File: config.mk
export PLATFORM = sky130hd
export DESIGN_NAME = mgmt_tx_frame_padder_flat
export DESIGN_NICKNAME = d
export VERILOG_FILES = /design/src/rtl/mgmt_tx_frame_padder_if.sv /design/src/rtl/mgmt_tx_frame_padder.sv /design/src/flat_wrapper.sv
export SDC_FILE = /design/constraint.sdc
export NUM_CORES = 1
export LEC_CHECK = 0
export CAP_MARGIN = 25
export CORE_MARGIN = 5
export CORE_UTILIZATION = 42
export DETAILED_ROUTE_END_ITERATION = 10
export PLACE_DENSITY = 0.55
export SETUP_SLACK_MARGIN = 0.3
export SKIP_LAST_GASP = 1
export SYNTH_ARGS = -nofsm -noshare
export SYNTH_HDL_FRONTEND = slang
export SYNTH_SLANG_ARGS = --single-unit
File: constraint.sdc
create_clock -name tx_clk -period 4.2 [get_ports tx_clk]
set_input_delay 0.63 -clock tx_clk [delete_from_list [all_inputs] [get_ports tx_clk]]
set_output_delay 0.63 -clock tx_clk [all_outputs]
set_load 0.03 [all_outputs]
File: src/rtl/mgmt_tx_frame_padder_if.sv
// rtl/mgmt_tx_frame_padder_if.sv - EthernetTxBus word stream (start, data_valid, bytes_valid, data)
interface mgmt_tx_frame_padder_if;
    logic        start;
    logic        data_valid;
    logic [2:0]  bytes_valid;
    logic [31:0] data;

    modport master (output start, data_valid, bytes_valid, data);
    modport slave  (input  start, data_valid, bytes_valid, data);
endinterface

File: src/rtl/mgmt_tx_frame_padder.sv
// rtl/mgmt_tx_frame_padder.sv - zero-pads short TX frames to MIN_BYTES through an elastic buffer
// Optional frame counters: define MGMT_TX_PAD_STATS_EN.
module mgmt_tx_frame_padder #(
    parameter int MIN_BYTES = 60,
    parameter int DEPTH     = 32
) (
    input  logic                   tx_clk,
    input  logic                   tx_rst_n,
    input  logic                   link_up,
    mgmt_tx_frame_padder_if.slave  in_bus,
    mgmt_tx_frame_padder_if.master out_bus,
    output logic                   overflow
`ifdef MGMT_TX_PAD_STATS_EN
    ,
    output logic [15:0]            frames_total,
    output logic [15:0]            frames_padded
`endif
);

    localparam int AW = $clog2(DEPTH);
    localparam logic [10:0] MIN_CNT = 11'(MIN_BYTES);

    typedef enum logic [1:0] {K_START, K_DATA, K_END} kind_t;
    typedef struct packed {
        kind_t       kind;
        logic        end_prev;
        logic [2:0]  bv;
        logic [31:0] data;
    } entry_t;
    typedef enum logic [1:0] {S_IDLE, S_DATA, S_PAD} state_t;

    entry_t      mem [DEPTH];
    logic [AW:0] wr_ptr, rd_ptr;
    logic        in_dv_q;
    logic        full, empty, push_req, pop;
    entry_t      push_entry, head;
    state_t      state, state_nxt;
    logic [10:0] byte_cnt, cnt_nxt;
    logic [11:0] sum;
    logic [31:0] keep_mask;
    logic        o_start, o_dv;
    logic [2:0]  o_bv;
    logic [31:0] o_data;
    logic        out_start_q, out_dv_q;
    logic [2:0]  out_bv_q;
    logic [31:0] out_data_q;

    assign full  = (wr_ptr[AW] != rd_ptr[AW]) && (wr_ptr[AW-1:0] == rd_ptr[AW-1:0]);
    assign empty = (wr_ptr == rd_ptr);
    assign head  = mem[rd_ptr[AW-1:0]];
    assign sum   = 12'(byte_cnt) + 12'(head.bv);

    // A start landing on the falling edge closes the previous frame itself via end_prev.
    always_comb begin
        push_req   = 1'b0;
        push_entry = '0;
        if (in_bus.start) begin
            push_req            = 1'b1;
            push_entry.kind     = K_START;
            push_entry.end_prev = in_dv_q && !in_bus.data_valid;
        end else if (in_bus.data_valid) begin
            push_req        = 1'b1;
            push_entry.kind = K_DATA;
            push_entry.bv   = in_bus.bytes_valid;
            push_entry.data = in_bus.data;
        end else if (in_dv_q) begin
            push_req        = 1'b1;
            push_entry.kind = K_END;
        end
    end

    always_comb begin
        case (head.bv)
            3'd1:    keep_mask = 32'hFF00_0000;
            3'd2:    keep_mask = 32'hFFFF_0000;
            3'd3:    keep_mask = 32'hFFFF_FF00;
            default: keep_mask = 32'hFFFF_FFFF;
        endcase
    end

    always_comb begin
        state_nxt = state;
        cnt_nxt   = byte_cnt;
        pop       = 1'b0;
        o_start   = 1'b0;
        o_dv      = 1'b0;
        o_bv      = 3'd0;
        o_data    = 32'd0;
        case (state)
            S_IDLE: begin
                if (!empty) begin
                    pop = 1'b1;
                    if (head.kind == K_START) begin
                        o_start   = 1'b1;
                        cnt_nxt   = 11'd0;
                        state_nxt = S_DATA;
                    end
                end
            end
            S_DATA: begin
                if (!empty) begin
                    if (head.kind == K_DATA) begin
                        pop    = 1'b1;
                        o_dv   = 1'b1;
                        o_bv   = head.bv;
                        o_data = head.data;
                        cnt_nxt = sum[11] ? 11'h7FF : sum[10:0];
                        if (head.bv < 3'd4 && sum < 12'(MIN_BYTES)) begin
                            o_bv    = 3'd4;
                            o_data  = head.data & keep_mask;
                            cnt_nxt = byte_cnt + 11'd4;
                        end
                    end else if (head.kind == K_END || head.end_prev) begin
                        pop       = (head.kind == K_END);
                        state_nxt = (byte_cnt < MIN_CNT) ? S_PAD : S_IDLE;
                    end else begin
                        // Bare START: this frame's END was dropped, abandon its tail.
                        state_nxt = S_IDLE;
                    end
                end
            end
            S_PAD: begin
                if (byte_cnt >= MIN_CNT) begin
                    state_nxt = S_IDLE;
                end else begin
                    o_dv    = 1'b1;
                    o_bv    = 3'd4;
                    cnt_nxt = byte_cnt + 11'd4;
                end
            end
            default: state_nxt = S_IDLE;
        endcase
    end

    always_ff @(posedge tx_clk) begin
        if (link_up && push_req && !full) begin
            mem[wr_ptr[AW-1:0]] <= push_entry;
        end
    end

    always_ff @(posedge tx_clk or negedge tx_rst_n) begin
        if (!tx_rst_n) begin
            wr_ptr      <= '0;
            rd_ptr      <= '0;
            in_dv_q     <= 1'b0;
            overflow    <= 1'b0;
            state       <= S_IDLE;
            byte_cnt    <= 11'd0;
            out_start_q <= 1'b0;
            out_dv_q    <= 1'b0;
            out_bv_q    <= 3'd0;
            out_data_q  <= 32'd0;
        end else if (!link_up) begin
            wr_ptr      <= '0;
            rd_ptr      <= '0;
            in_dv_q     <= 1'b0;
            state       <= S_IDLE;
            byte_cnt    <= 11'd0;
            out_start_q <= 1'b0;
            out_dv_q    <= 1'b0;
            out_bv_q    <= 3'd0;
            out_data_q  <= 32'd0;
        end else begin
            in_dv_q <= in_bus.data_valid;
            if (push_req && !full) begin
                wr_ptr <= wr_ptr + (AW+1)'(1);
            end else if (push_req) begin
                overflow <= 1'b1;
            end
            if (pop) begin
                rd_ptr <= rd_ptr + (AW+1)'(1);
            end
            state       <= state_nxt;
            byte_cnt    <= cnt_nxt;
            out_start_q <= o_start;
            out_dv_q    <= o_dv;
            out_bv_q    <= o_bv;
            out_data_q  <= o_data;
        end
    end

    assign out_bus.start       = out_start_q;
    assign out_bus.data_valid  = out_dv_q;
    assign out_bus.bytes_valid = out_bv_q;
    assign out_bus.data        = out_data_q;

`ifdef MGMT_TX_PAD_STATS_EN
    logic padded_q;
    logic pad_evt;

    assign pad_evt = (state == S_DATA) && ((state_nxt == S_PAD) || (o_dv && (o_bv != head.bv)));

    always_ff @(posedge tx_clk or negedge tx_rst_n) begin
        if (!tx_rst_n) begin
            frames_total  <= 16'd0;
            frames_padded <= 16'd0;
            padded_q      <= 1'b0;
        end else if (link_up) begin
            if (o_start) begin
                frames_total <= frames_total + 16'd1;
                padded_q     <= 1'b0;
            end else if (pad_evt && !padded_q) begin
                frames_padded <= frames_padded + 16'd1;
                padded_q      <= 1'b1;
            end
        end
    end
`endif

endmodule

File: src/flat_wrapper.sv
// flat-port wrapper written by rule: the top's interface ports become plain ports
module mgmt_tx_frame_padder_flat 
#(
    parameter int MIN_BYTES = 60,
    parameter int DEPTH     = 32
)
  (tx_clk, tx_rst_n, link_up, overflow, in_bus_start, in_bus_data_valid, in_bus_bytes_valid, in_bus_data, out_bus_start, out_bus_data_valid, out_bus_bytes_valid, out_bus_data);
  mgmt_tx_frame_padder_if in_bus_i ();
  mgmt_tx_frame_padder_if out_bus_i ();
  input  logic tx_clk;
  input  logic tx_rst_n;
  input  logic link_up;
  output logic overflow;
  input wire logic [$bits(in_bus_i.start)-1:0] in_bus_start;
  input wire logic [$bits(in_bus_i.data_valid)-1:0] in_bus_data_valid;
  input wire logic [$bits(in_bus_i.bytes_valid)-1:0] in_bus_bytes_valid;
  input wire logic [$bits(in_bus_i.data)-1:0] in_bus_data;
  output wire logic [$bits(out_bus_i.start)-1:0] out_bus_start;
  output wire logic [$bits(out_bus_i.data_valid)-1:0] out_bus_data_valid;
  output wire logic [$bits(out_bus_i.bytes_valid)-1:0] out_bus_bytes_valid;
  output wire logic [$bits(out_bus_i.data)-1:0] out_bus_data;
  assign in_bus_i.start = in_bus_start;
  assign in_bus_i.data_valid = in_bus_data_valid;
  assign in_bus_i.bytes_valid = in_bus_bytes_valid;
  assign in_bus_i.data = in_bus_data;
  assign out_bus_start = out_bus_i.start;
  assign out_bus_data_valid = out_bus_i.data_valid;
  assign out_bus_bytes_valid = out_bus_i.bytes_valid;
  assign out_bus_data = out_bus_i.data;
  mgmt_tx_frame_padder #(.MIN_BYTES(MIN_BYTES), .DEPTH(DEPTH)) u_core (.tx_clk(tx_clk), .tx_rst_n(tx_rst_n), .link_up(link_up), .in_bus(in_bus_i), .out_bus(out_bus_i), .overflow(overflow));
endmodule
Word level (Yosys, flattened, before mapping)
Memories as Yosys holds them, arrays and structs flattened.
Index checks and enable logic that the tools add are counted.

storage, ports and cells
  register bits after elaboration = 64
  latch bits = 0
  memory bits (writable) = 1216
  memory bits (read-only) = 0
  bits of input ports = 40
  output and inout port bits = 38
  logic and storage cells = 115
  memories = 1

memory list
  memory      depth  bits a word  rd ports  clocked after memory_dff  write ports  line                        source
  u_core.mem  32     38           1         0                         1            mgmt_tx_frame_padder.sv:32  entry_t mem [DEPTH];

cells by class
  add/subtract/negate cells = 4
  multiply operators = 0
  divide/modulo/power cells = 0
  magnitude comparators = 4
  eq/ne operators = 20
  shifts and indexed selects = 0
  muxes and demuxes = 60
  bitwise operators = 2
  reduce and logical (&&, ||, !) cells = 14

operators with widths
  cell                                                                    count
  32-bit 2-to-1 mux                                                       5
  11-bit 2-to-1 mux                                                       8
  24-bit one-hot mux with 3 select lines                                  1
  35-bit 2-to-1 mux                                                       2
  11-bit one-hot mux with 3 select lines                                  1
  32-bit bitwise AND                                                      1
  6-bit 2-to-1 mux                                                        4
  2-bit 2-to-1 mux                                                        11
  1-bit 2-to-1 mux                                                        19
  3-bit 2-to-1 mux                                                        5
  11-bit by 3-bit adder with 12-bit output                                1
  6-bit by 1-bit adder with 6-bit output, second input constant           2
  12-bit by 6-bit < comparator with 1-bit output, second input constant   1
  3-bit != test, second input constant                                    4
  11-bit by 3-bit adder with 11-bit output, second input constant         1
  11-bit by 6-bit >= comparator with 1-bit output, second input constant  1
  11-bit by 6-bit < comparator with 1-bit output, second input constant   1
  3-bit by 2-bit != test with 1-bit output, second input constant         3
  3-bit by 2-bit == test with 1-bit output, second input constant         2
  6-bit == test                                                           1
  1-bit logical AND                                                       6
  2-bit one-hot mux with 3 select lines                                   1
  3-bit one-hot mux with 2 select lines                                   1
  6-bit AND reduction                                                     1
  other kinds (15)                                                        21

Depth between registers and ports, before layout
An unclocked memory read counts as a cell.

  word-level depth = 9
  mapped depth = 19
  mapped depth without buffers = 15

Least setup slack after synthesis
No wires, ideal clock.

  path type = reg2reg
  from = register u_core.rd_ptr[1]
  to = register u_core.byte_cnt[8]
  setup time = 0.121 ns
  data arrival time = 4.072 ns
  required time = 4.079 ns
  setup slack = 0.007 ns
  cell stages (with the launch flop) = 18
  path buffers = 6
  clock period less this slack = 4.193 ns
  cells stage by stage = dfrtp_1 > buf_6 > buf_6 > buf_2 > clkbuf_1 > buf_1 > mux4_2 > mux4_2 > mux2i_1 > ha_1 > inv_1 > a221oi_1 > o21ai_0 > o21bai_1 > and2_1 > clkbuf_1 > a311o_1 > a22o_1

on the way
  word-level cells in the longest chain between the ends = 9
  elaborated cells between the ends (all ways) = 19
  classes of those cells = 1 x add/sub; 2 x order compare; 6 x eq/ne; 6 x mux; 3 x reduce/logical; 1 x memory

RTL lines
  element                                         line                         source
  start: declaration                              mgmt_tx_frame_padder.sv:33   logic [AW:0] wr_ptr, rd_ptr;
  start signal: assignment                        mgmt_tx_frame_padder.sv:171  rd_ptr <= rd_ptr + (AW+1)'(1);
  memory 32 x 38 bit                              -
  11-bit by 3-bit adder with 12-bit output        mgmt_tx_frame_padder.sv:51   assign sum = 12'(byte_cnt) + 12'(head.bv);
  12-bit by 6-bit < comparator with 1-bit output  mgmt_tx_frame_padder.sv:108  if (head.bv < 3'd4 && sum < 12'(MIN_BYTES)) begin
  1-bit logical AND                               mgmt_tx_frame_padder.sv:108
  11-bit 2-to-1 mux                               mgmt_tx_frame_padder.sv:108
  11-bit 2-to-1 mux                               mgmt_tx_frame_padder.sv:102  if (head.kind == K_DATA) begin
  11-bit 2-to-1 mux                               mgmt_tx_frame_padder.sv:101  if (!empty) begin
  11-bit one-hot mux with 3 select lines          mgmt_tx_frame_padder.sv:89   case (state)
  11-bit 2-to-1 mux                               mgmt_tx_frame_padder.sv:153  end else if (!link_up) begin
  end signal: assignment                          mgmt_tx_frame_padder.sv:174  byte_cnt <= cnt_nxt;
  end: declaration                                mgmt_tx_frame_padder.sv:38   logic [10:0] byte_cnt, cnt_nxt;

Several ways; a longest one is shown, not always the timed one. The select of a mux whose other input is x is not followed.
A chain may end at the register's enable or synchronous reset.

Worst setup path after layout
  from = register u_core.rd_ptr[0]
  to = register u_core.byte_cnt[1]

The elaborated chain is that of the path after synthesis.

==> results.sh <==
export IMPL_outcome="finished clean"
export IMPL_dieArea_um2=126000
export IMPL_track_usage_pct=20.4
export IMPL_routabilityCongestion=0.826
export IMPL_worst_slew_pin_slew_ns=1.07
export IMPL_synthCells=2182
export IMPL_maxCapViolCount=0
export IMPL_synth_top_area_cell="edfxtp_1"
export IMPL_ys_flop_type="edfxtp_1"
export IMPL_io_pins=78
export IMPL_multi_input_area_um2=11600
export IMPL_p_leak_nw=18.6
export IMPL_overflow=0
export IMPL_fin_cells=4098
export IMPL_cts_root_buffer="clkbuf_16"
export IMPL_path_clk_slew_ns=0.06
export IMPL_max_vdd_ir_drop_uv=407
export IMPL_finClkSkew_ns=0.0327
export IMPL_crit_arrival_ns=4.61
export IMPL_cp_max_fo=6
export IMPL_criticalPathCategory="flip-flop to flip-flop"
export IMPL_rsz0062_at_grt="yes"
export IMPL_synth_edff_count=1216
export IMPL_clk_path_buf_depth=3
export IMPL_io_buffer_count=77
export IMPL_relSlewSlack_pct=28.6
export IMPL_antenna_found_initial=3
export IMPL_die_w_um=354
export IMPL_crit_required_ns=4.83
export IMPL_synth_top_cell_area_share_pct=73.4
export IMPL_via_per_inst=5.83
export IMPL_cts_tree="built"
export IMPL_crit_path_start_kind="flip-flop"
export IMPL_drtAntennaViolNets=0
export IMPL_synth_async_sr_flop_share_pct=5.00
export IMPL_finalCriticalPeriod_ns=3.99
export IMPL_register_area_um2=38100
export IMPL_clk_latency_ns=0.75
export IMPL_grt_max_degree=110
export IMPL_setup_violations=0
export IMPL_cts_sinks=1280
export IMPL_avgSynthCellArea_um2=22.8
export IMPL_drt_iter0_markers=2320
export IMPL_synth_seq_cells=1280
export IMPL_max_freq_mhz=251
export IMPL_grt_first_pass_wirelength_um=183000
export IMPL_drt_first_pass_iters=7
export IMPL_hold_viol_final=0
export IMPL_n_fill_cell=9264
export IMPL_fin_crit_sh_pct=94.9
export IMPL_drive_gt1_share_pct=32.7
export IMPL_slew_viol_final=0
export IMPL_num_vias=23875
export IMPL_finalNetCount=2515
export IMPL_core_um2=118000
export IMPL_placedCellCount=3824
export IMPL_die_h_um=354
export IMPL_synth_area_um2=49800
export IMPL_synth_distinct_cells=66
export IMPL_hold_class="input port to asynchronous set/reset pin"
export IMPL_critPathCaptureType="flip-flop"
export IMPL_first_global_vias=24703
export IMPL_row_count=126
export IMPL_ys_top_cells_by_area="edfxtp_1 (73%), mux4_2 (16%), dfrtp_1 (3.2%), mux2i_1 (1.1%), mux4_1 (0.74%)"
export IMPL_worstRegToRegCells=15
export IMPL_h_tree_depth=4
export IMPL_route_detailed_drc=0
export IMPL_area_growth_pct=18.4
export IMPL_numCtsBuffers=134
export IMPL_initial_core_util_pct=42.2
export IMPL_synth_fp_nets=2239
export IMPL_place_hpwl_um=67400
export IMPL_wire_per_inst_um=31.3
export IMPL_yosysSeqAreaShare_pct=76.6
export IMPL_powerDensity_nw_per_um2=550
export IMPL_tns_ns=0
export IMPL_wl_um=128000
export IMPL_ys_warn_count=0
## sequential cells by signal, summed over array words and instances (netlist names)
name	cells
u_core.byte_cnt	11
u_core.out_bus.bytes_valid	3
u_core.rd_ptr	6
u_core.out_bus.data	32
u_core.in_dv_q	1
u_core.overflow	1
u_core.out_bus.start	1
u_core.out_bus.data_valid	1
u_core.state	2
u_core.wr_ptr	6
u_core.mem	1216
## synth_stat cells, types with 3 or more instances
cell / count
o211ai_1: 3
a32o_1: 3
nand2_1: 24
nand4_1: 7
dfrtp_1: 64
buf_6: 6
a211o_1: 3
clkbuf_1: 59
a21oi_1: 15
o21ai_0: 12
xnor2_1: 14
nor3_1: 10
edfxtp_1: 1216
mux4_2: 356
and3_1: 10
buf_2: 34
inv_1: 18
a31oi_1: 4
buf_1: 7
ha_1: 16
xor2_1: 5
nand3b_1: 3
mux2i_1: 53
mux4_1: 14
nand3_1: 26
and2_1: 43
nor2_1: 90
nand2b_1: 5
a22oi_1: 5
buf_4: 4
## worst max-delay path, stage by stage (launching register included)
cell,delay [ns]
dfrtp_4,0.51
buf_6,0.16
mux4_2,0.50
mux4_2,0.47
mux2_4,0.32
ha_4,0.17
inv_2,0.05
fa_2,0.20
nand2b_4,0.15
a211oi_4,0.07
mux2_4,0.33
o21a_1,0.15
and3_4,0.22
a311oi_2,0.24
nor2_1,0.09
a32o_1,0.24
## layout make-up
| class | instances | share of cell area, % |
|---|---|---|
| clock buffer | 176 | 6.19 |
| clock inverter | 63 | 1.15 |
| antenna | 1 | 0.00425 |
| sequential | 1280 | 64.7 |
| inverter | 18 | 0.115 |
| multi-input combinational | 771 | 19.7 |
| tap | 1536 | 3.26 |
| timing repair buffer | 253 | 4.85 |
## layout by cell type, fill, tap and decap left out, types with 24 or more instances in the layout
master,count
clkdlybuf4s50_1,76
nor2_1,38
nor2_4,47
buf_12,43
buf_4,114
clkbuf_1,32
edfxtp_1,1216
and2_1,41
nand3_1,24
mux4_2,363
mux2i_1,52
dfrtp_1,59
clkbuf_16,142
## power breakdown
part | switching (mW) | internal, mW | leakage, nW
Sequential | 0.0709 | 14.1 | 12.1
Clock | 4.81 | 6.87 | 2.12
Combinational | 3.16 | 3.47 | 4.37
Total | 8.04 | 24.4 | 18.6
## stage by stage
step                      power (mW)  setup slack (ns)  cell area (um^2)  util (%)  hold WS, ns
after global routing            33.7            0.0953             58900      50.0        0.585
after floorplan                 19.0             0.312             49800         -        0.334
after CTS                       32.4             0.221             58300      49.4        0.562
after detailed placement        20.6            -0.161             53800      45.6        0.551
final                           32.4             0.214             58900      50.0        0.571
after global placement          20.6           -0.0840             53800      45.6        0.535
## per-layer routing
layer  vias up  routed length, um  track usage, %
met5         -                  0               0
met4         0               2480            4.75
met3       169               7720            3.78
met2       890              65400            34.5
met1     13055              52700            27.7
li1       9761                  -               -
## path summary, 6_finish.rpt
path	from	end	slack, ns
worst max-delay path	u_core.rd_ptr[0]$_DFFE_PN0P_	u_core.byte_cnt[1]$_DFFE_PN0P_	0.21
worst min-delay path	tx_rst_n	u_core.out_bus.data[28]$_DFF_PN0_	0.57
worst max register to register	u_core.rd_ptr[0]$_DFFE_PN0P_	u_core.byte_cnt[1]$_DFFE_PN0P_	0.21
worst min register to register	u_core.overflow$_DFFE_PN0P_	u_core.overflow$_DFFE_PN0P_	0.57
max in group asynchronous	tx_rst_n	u_core.out_bus.data[2]$_DFF_PN0_	2.70
min in group tx_clk	u_core.overflow$_DFFE_PN0P_	u_core.overflow$_DFFE_PN0P_	0.57
## timing repair
action                     4_1_cts  5_1_grt
cloned                           1        4
pin swaps                        7       28
gates resized for setup         32       67
setup endpoints to repair       47       36
buffers inserted                 9       14
hold endpoints to repair         2        0
hold buffers                     1        0
## cell families (layout without fill, tap and decap cells)
logic type / after synthesis / in the layout / synth area share, %
flip-flops: 1280 / 1280 / 76.6
buffers and inverters: 131 / 510 / 1.25
multiplexers: 426 / 426 / 18.0
other: 0 / 1 / 0
AO/OA/AOI/OAI: 72 / 72 / 1.03
XOR/XNOR: 19 / 19 / 0.334
adder cells (fa/ha/maj): 17 / 17 / 0.442
AND/OR/NAND/NOR: 237 / 237 / 2.37
Power figures use the tool's default switching activity.
